## src/rtl/sha1_digest_writer.sv

```systemverilog
// SHA-1 digest writer: captures a 160-bit digest on start and writes it to the
// dpsram as NUM_WORDS 32-bit words, optionally flagging a match against a target.
module sha1_digest_writer #(
  parameter int unsigned NUM_WORDS   = 5,
  parameter bit          SWAP_BYTES  = 1'b1,
  parameter int unsigned ADDR_STRIDE = 4
) (
  input  logic                    clk,
  input  logic                    reset,
  input  logic                    start,
  input  logic [32*NUM_WORDS-1:0] hash,
  input  logic [31:0]             output_addr,
  input  logic [32*NUM_WORDS-1:0] target_hash,
  input  logic                    compare_en,
  output logic                    port_A_clk,
  output logic [31:0]             port_A_data_in,
  output logic [15:0]             port_A_addr,
  output logic                    port_A_we,
  output logic                    busy,
  output logic                    done,
  output logic                    match,
  output logic                    overrun
);

  localparam int unsigned HASH_W = 32 * NUM_WORDS;
  localparam int unsigned IDX_W  = (NUM_WORDS > 1) ? $clog2(NUM_WORDS) : 1;
  localparam logic [IDX_W-1:0] LAST_IDX = IDX_W'(NUM_WORDS - 1);

  typedef enum logic [0:0] {ST_IDLE = 1'b0, ST_WRITE = 1'b1} state_t;

  state_t              r_state,   w_state_nxt;
  logic [IDX_W-1:0]    r_idx,     w_idx_nxt;
  logic [HASH_W-1:0]   r_hash,    w_hash_nxt;
  logic                r_eq,      w_eq_nxt;
  logic                r_we,      w_we_nxt;
  logic [15:0]         r_addr,    w_addr_nxt;
  logic [31:0]         r_data,    w_data_nxt;
  logic                r_busy,    w_busy_nxt;
  logic                r_done,    w_done_nxt;
  logic                r_match,   w_match_nxt;
  logic                r_overrun, w_overrun_nxt;
  logic                w_unused;

  // Upper address bits are outside the 16-bit dpsram space.
  assign w_unused = ^output_addr[31:16];

  function automatic logic [31:0] f_swap(input logic [31:0] w);
    if (SWAP_BYTES) return {w[7:0], w[15:8], w[23:16], w[31:24]};
    return w;
  endfunction

  always_ff @(posedge clk) begin
    if (reset) begin
      r_state   <= ST_IDLE;
      r_idx     <= '0;
      r_hash    <= '0;
      r_eq      <= 1'b0;
      r_we      <= 1'b0;
      r_addr    <= '0;
      r_data    <= '0;
      r_busy    <= 1'b0;
      r_done    <= 1'b0;
      r_match   <= 1'b0;
      r_overrun <= 1'b0;
    end else begin
      r_state   <= w_state_nxt;
      r_idx     <= w_idx_nxt;
      r_hash    <= w_hash_nxt;
      r_eq      <= w_eq_nxt;
      r_we      <= w_we_nxt;
      r_addr    <= w_addr_nxt;
      r_data    <= w_data_nxt;
      r_busy    <= w_busy_nxt;
      r_done    <= w_done_nxt;
      r_match   <= w_match_nxt;
      r_overrun <= w_overrun_nxt;
    end
  end

  // The captured digest is kept as a shift register; its top word is always the next to write.
  always_comb begin
    w_state_nxt   = r_state;
    w_idx_nxt     = r_idx;
    w_hash_nxt    = r_hash;
    w_eq_nxt      = r_eq;
    w_we_nxt      = 1'b0;
    w_addr_nxt    = r_addr;
    w_data_nxt    = r_data;
    w_busy_nxt    = 1'b0;
    w_done_nxt    = 1'b0;
    w_match_nxt   = r_match;
    w_overrun_nxt = r_overrun;
    case (r_state)
      ST_IDLE: begin
        if (start) begin
          w_state_nxt = ST_WRITE;
          w_idx_nxt   = '0;
          w_hash_nxt  = {hash[HASH_W-33:0], 32'h0};
          w_eq_nxt    = compare_en && (hash == target_hash);
          w_we_nxt    = 1'b1;
          w_addr_nxt  = output_addr[15:0];
          w_data_nxt  = f_swap(hash[HASH_W-1 -: 32]);
          w_busy_nxt  = 1'b1;
          w_match_nxt = 1'b0;
        end
      end
      ST_WRITE: begin
        if (start) w_overrun_nxt = 1'b1;
        if (r_idx == LAST_IDX) begin
          w_state_nxt = ST_IDLE;
          w_done_nxt  = 1'b1;
          w_match_nxt = r_eq;
        end else begin
          w_idx_nxt  = r_idx + IDX_W'(1);
          w_hash_nxt = {r_hash[HASH_W-33:0], 32'h0};
          w_we_nxt   = 1'b1;
          w_addr_nxt = r_addr + 16'(ADDR_STRIDE);
          w_data_nxt = f_swap(r_hash[HASH_W-1 -: 32]);
          w_busy_nxt = 1'b1;
        end
      end
      default: w_state_nxt = ST_IDLE;
    endcase
  end

  assign port_A_clk     = clk;
  assign port_A_data_in = r_data;
  assign port_A_addr    = r_addr;
  assign port_A_we      = r_we;
  assign busy           = r_busy;
  assign done           = r_done;
  assign match          = r_match;
  assign overrun        = r_overrun;

endmodule
```

## config.mk

```make
export PLATFORM = sky130hd
export DESIGN_NAME = sha1_digest_writer
export DESIGN_NICKNAME = d
export VERILOG_FILES = /design/src/rtl/sha1_digest_writer.sv
export SDC_FILE = /design/constraint.sdc
export NUM_CORES = 1
export LEC_CHECK = 0
export ABC_AREA = 1
export CORE_AREA = 2 2 158 160
export CTS_CLUSTER_DIAMETER = 150
export DETAILED_ROUTE_END_ITERATION = 6
export DIE_AREA = 0 0 160 162
export PLACE_DENSITY_LB_ADDON = 0.08
export RECOVER_POWER = 50
export SLEW_MARGIN = 25
export SYNTH_ARGS = -nofsm -noshare
export SYNTH_HDL_FRONTEND = slang
export SYNTH_SLANG_ARGS = --single-unit
```

## constraint.sdc

```tcl
create_clock -name clk -period 2.4 [get_ports clk]
set_clock_uncertainty 0.2 [all_clocks]
set_input_delay 0.6 -clock clk [delete_from_list [all_inputs] [get_ports clk]]
set_output_delay 0.6 -clock clk [all_outputs]
set_load 0.005 [all_outputs]
```

==> results.sh <==
export IMPL_fillCellCount=2380
export IMPL_grt_pass1_wl_um=49800
export IMPL_cpMostUsedCell="clkbuf_16"
export IMPL_dp_cells=2040
export IMPL_busiest_layer="met2"
export IMPL_synth_seq_area_share_pct=38.0
export IMPL_cp_start_kind="clock port"
export IMPL_peakVddDrop_mv=0.403
export IMPL_fin_area_sq_um=14900
export IMPL_gp_congestion=0.872
export IMPL_insertion_delay_ps=530
export IMPL_port_buffers=393
export IMPL_synth_area_per_cell_sq_um=7.25
export IMPL_synth_top_cell_by_area="dfxtp_1"
export IMPL_drv_cap=0
export IMPL_dieWidth_um=160
export IMPL_synth_cell_area_sq_um=9700
export IMPL_cp_arrival_ps=1560
export IMPL_synth_seq_cells=184
export IMPL_max_stage_delay_ps=130
export IMPL_cp_cell_sequence="clkbuf_16 > clkbuf_16 > buf_2"
export IMPL_layout_cells_non_filler=2077
export IMPL_yosys_top_cells_area="dfxtp_1 38%, nand2_1 12%, xnor2_1 11%, o21ai_0 5.7%, inv_1 5.5%"
export IMPL_cts_hold_buf=0
export IMPL_tightest_slew_ps=1010
export IMPL_synthCells=1337
export IMPL_min_period_ps=2360
export IMPL_antenna_found_initial=2
export IMPL_synth_edf_count=0
export IMPL_drt_wirelength_per_cell_um=15.5
export IMPL_viasPerCell=4.73
export IMPL_ioPinCount=410
export IMPL_p_total_mw=8.72
export IMPL_postCtsSetupRepairBufs=0
export IMPL_grt_max_degree=175
export IMPL_syn_to_final_growth_pct=53.2
export IMPL_initial_core_util_pct=40.2
export IMPL_synth_top_area_share_pct=38.0
export IMPL_grt_overflow=0
export IMPL_leakage_nw=5.72
export IMPL_num_vias=9834
export IMPL_first_iter_violations=470
export IMPL_grt_util_met2_pct=41.6
export IMPL_worstHoldPathCells=2
export IMPL_drc=0
export IMPL_dp_hpwl_um=25500
export IMPL_drive_gt1_share_pct=5.88
export IMPL_path_class="clk -> out"
export IMPL_max_freq_ghz=0.426
export IMPL_postLayoutSetupSlackWorst_ps=36.2
export IMPL_layout_nets=2097
export IMPL_netlist_cell_type_count=28
export IMPL_cpMaxStageDelayCell="clkbuf_16"
export IMPL_cts_tree="done"
export IMPL_final_max_slew_violation_count=0
export IMPL_hold_path_class="reg -> reg"
export IMPL_cp_end_kind="output port"
export IMPL_period_share_pct=98.5
export IMPL_first_pass_iters=5
export IMPL_ys_flop_type="dfxtp_1"
export IMPL_core_rowCount=57
export IMPL_async_flop_share_pct=0
export IMPL_ant_nets=0
export IMPL_first_global_vias=9423
export IMPL_relSlewSlack_pct=33.0
export IMPL_die_area_sq_um=25900
export IMPL_clk_pin_slew_ps=70
export IMPL_r2r_cells=12
export IMPL_rsz0062_at_grt="no"
export IMPL_grt_use_met1_pct=31.4
export IMPL_routed_wl_um=32200
export IMPL_hold_viol_final=0
export IMPL_cp_data_required_time_ps=1600
export IMPL_pwr_density_cell_nw_per_um2=587
export IMPL_final_setup_viol_count=0
export IMPL_placed_cell_area_sq_um=14300
export IMPL_yosysWarnings=0
export IMPL_syn_nets=1696
export IMPL_die_h_um=162
export IMPL_grt_use_met3_pct=5.90
export IMPL_status="finished clean"
export IMPL_core_area_sq_um=24100
export IMPL_crit_fanout=2
export IMPL_track_usage_pct=24.5
export IMPL_dp_worst_setup_slack_ps=-282
-- registers in the layout, summed over array words and instances (netlist names) --
name / cells
busy: 1
done: 1
match: 1
overrun: 1
port_A_addr: 16
port_A_data_in: 32
r_eq: 1
r_hash: 128
r_idx: 3
-- what timing repair did --
item / 4_1_cts / 5_1_grt
resized for setup: 4 / 1
gates cloned: 0 / 0
endpoints found under the setup margin: 1 / 1
-- metal layers --
layer / wire length, um / part of all wire [%] / vias to the layer above
met1: 14600 / 45 / 4365
li1: - / - / 5119
met4: 457 / 1.4 / 0
met2: 15200 / 47 / 325
met3: 1930 / 6.0 / 25
met5: 0 / 0 / -
-- layout make-up --
cell class | instances | area [sq um] | share of cell area, %
Inverter | 150 | 563 | 3.79
Clock buffer | 23 | 533 | 3.59
Tap cell | 324 | 405 | 2.73
Antenna cell | 2 | 5.00 | 0.0337
Multi-Input combinational cell | 934 | 5070 | 34.1
Clock inverter | 13 | 144 | 0.968
Sequential cell | 184 | 3690 | 24.8
Timing Repair Buffer | 447 | 4450 | 30.0
-- stage by stage --
stage / TNS (ps) / hold WS [ps] / util [%]
finish: 0 / 255 / 61.6
global route: 0 / 277 / 61.6
CTS: 0 / 259 / 62.2
detailed placement: -296 / 248 / 59.4
global placement: -301 / 244 / 59.4
floorplan: 0 / 229 / -
-- Yosys cell counts (2+ instances only) --
master    count
o21ai_1      99
buf_4         5
inv_1       141
xnor2_1     119
xor2_1       32
nand3_1      36
nand4_1       6
o21ai_0     110
nor2_1       76
ha_1          3
nor3_1        8
a21oi_1      10
inv_2         9
nor2_4        2
o211ai_1      2
o22ai_2      11
mux2i_1      32
nand2_1     320
dfxtp_1     184
buf_2        25
o22ai_1      63
clkbuf_1     38
-- critical path, delay by kind of cell --
| kind | cells | cell delay (ps) |
|---|---|---|
| buf+inv | 3 | 370 |
-- report_power, final --
part           switching (mW)  internal, mW
Sequential              0.130          3.34
Clock                    1.29          1.83
Combinational           0.967          1.17
-- cell families (layout without fill, tap and decap cells) --
| logic type | count (synthesis) | count (layout) | synth area share [%] |
|---|---|---|---|
| other | 0 | 2 | 0 |
| flip-flops | 184 | 184 | 38.0 |
| AO/OA/AOI/OAI | 296 | 296 | 17.0 |
| AND/OR/NAND/NOR | 452 | 452 | 18.7 |
| buffers and inverters | 219 | 633 | 8.99 |
| adder cells (fa/ha/maj) | 3 | 3 | 0.387 |
| multiplexers | 32 | 32 | 3.30 |
| XOR/XNOR | 151 | 151 | 13.6 |
-- layout by cell type, fill, tap and decap left out, drive strengths merged --
master and n:
ha 3, nor2 79, xor2 32, dfxtp 184, buf 52, nand3 36, clkdlybuf4s50 392, clkbuf 26
o21ai 209, clkinv 8, inv 152, xnor2 119, nor3 8, clkinvlp 1, nor3b 1, o22ai 74
a22o 1, a21oi 10, diode 2, bufinv 2, nand2 322, o211ai 2, mux2i 32, nand4 6
-- path summary, 6_finish.rpt --
check / endpoint / slack [ps] / from
hold / removal: port_A_data_in[4] / 250 / port_A_data_in[4]
setup / recovery: port_A_clk / 40 / clk
hold reg to reg: port_A_data_in[4] / 250 / port_A_data_in[4]
setup reg to reg: r_eq / 110 / busy
Power figures use the tool's default switching activity.
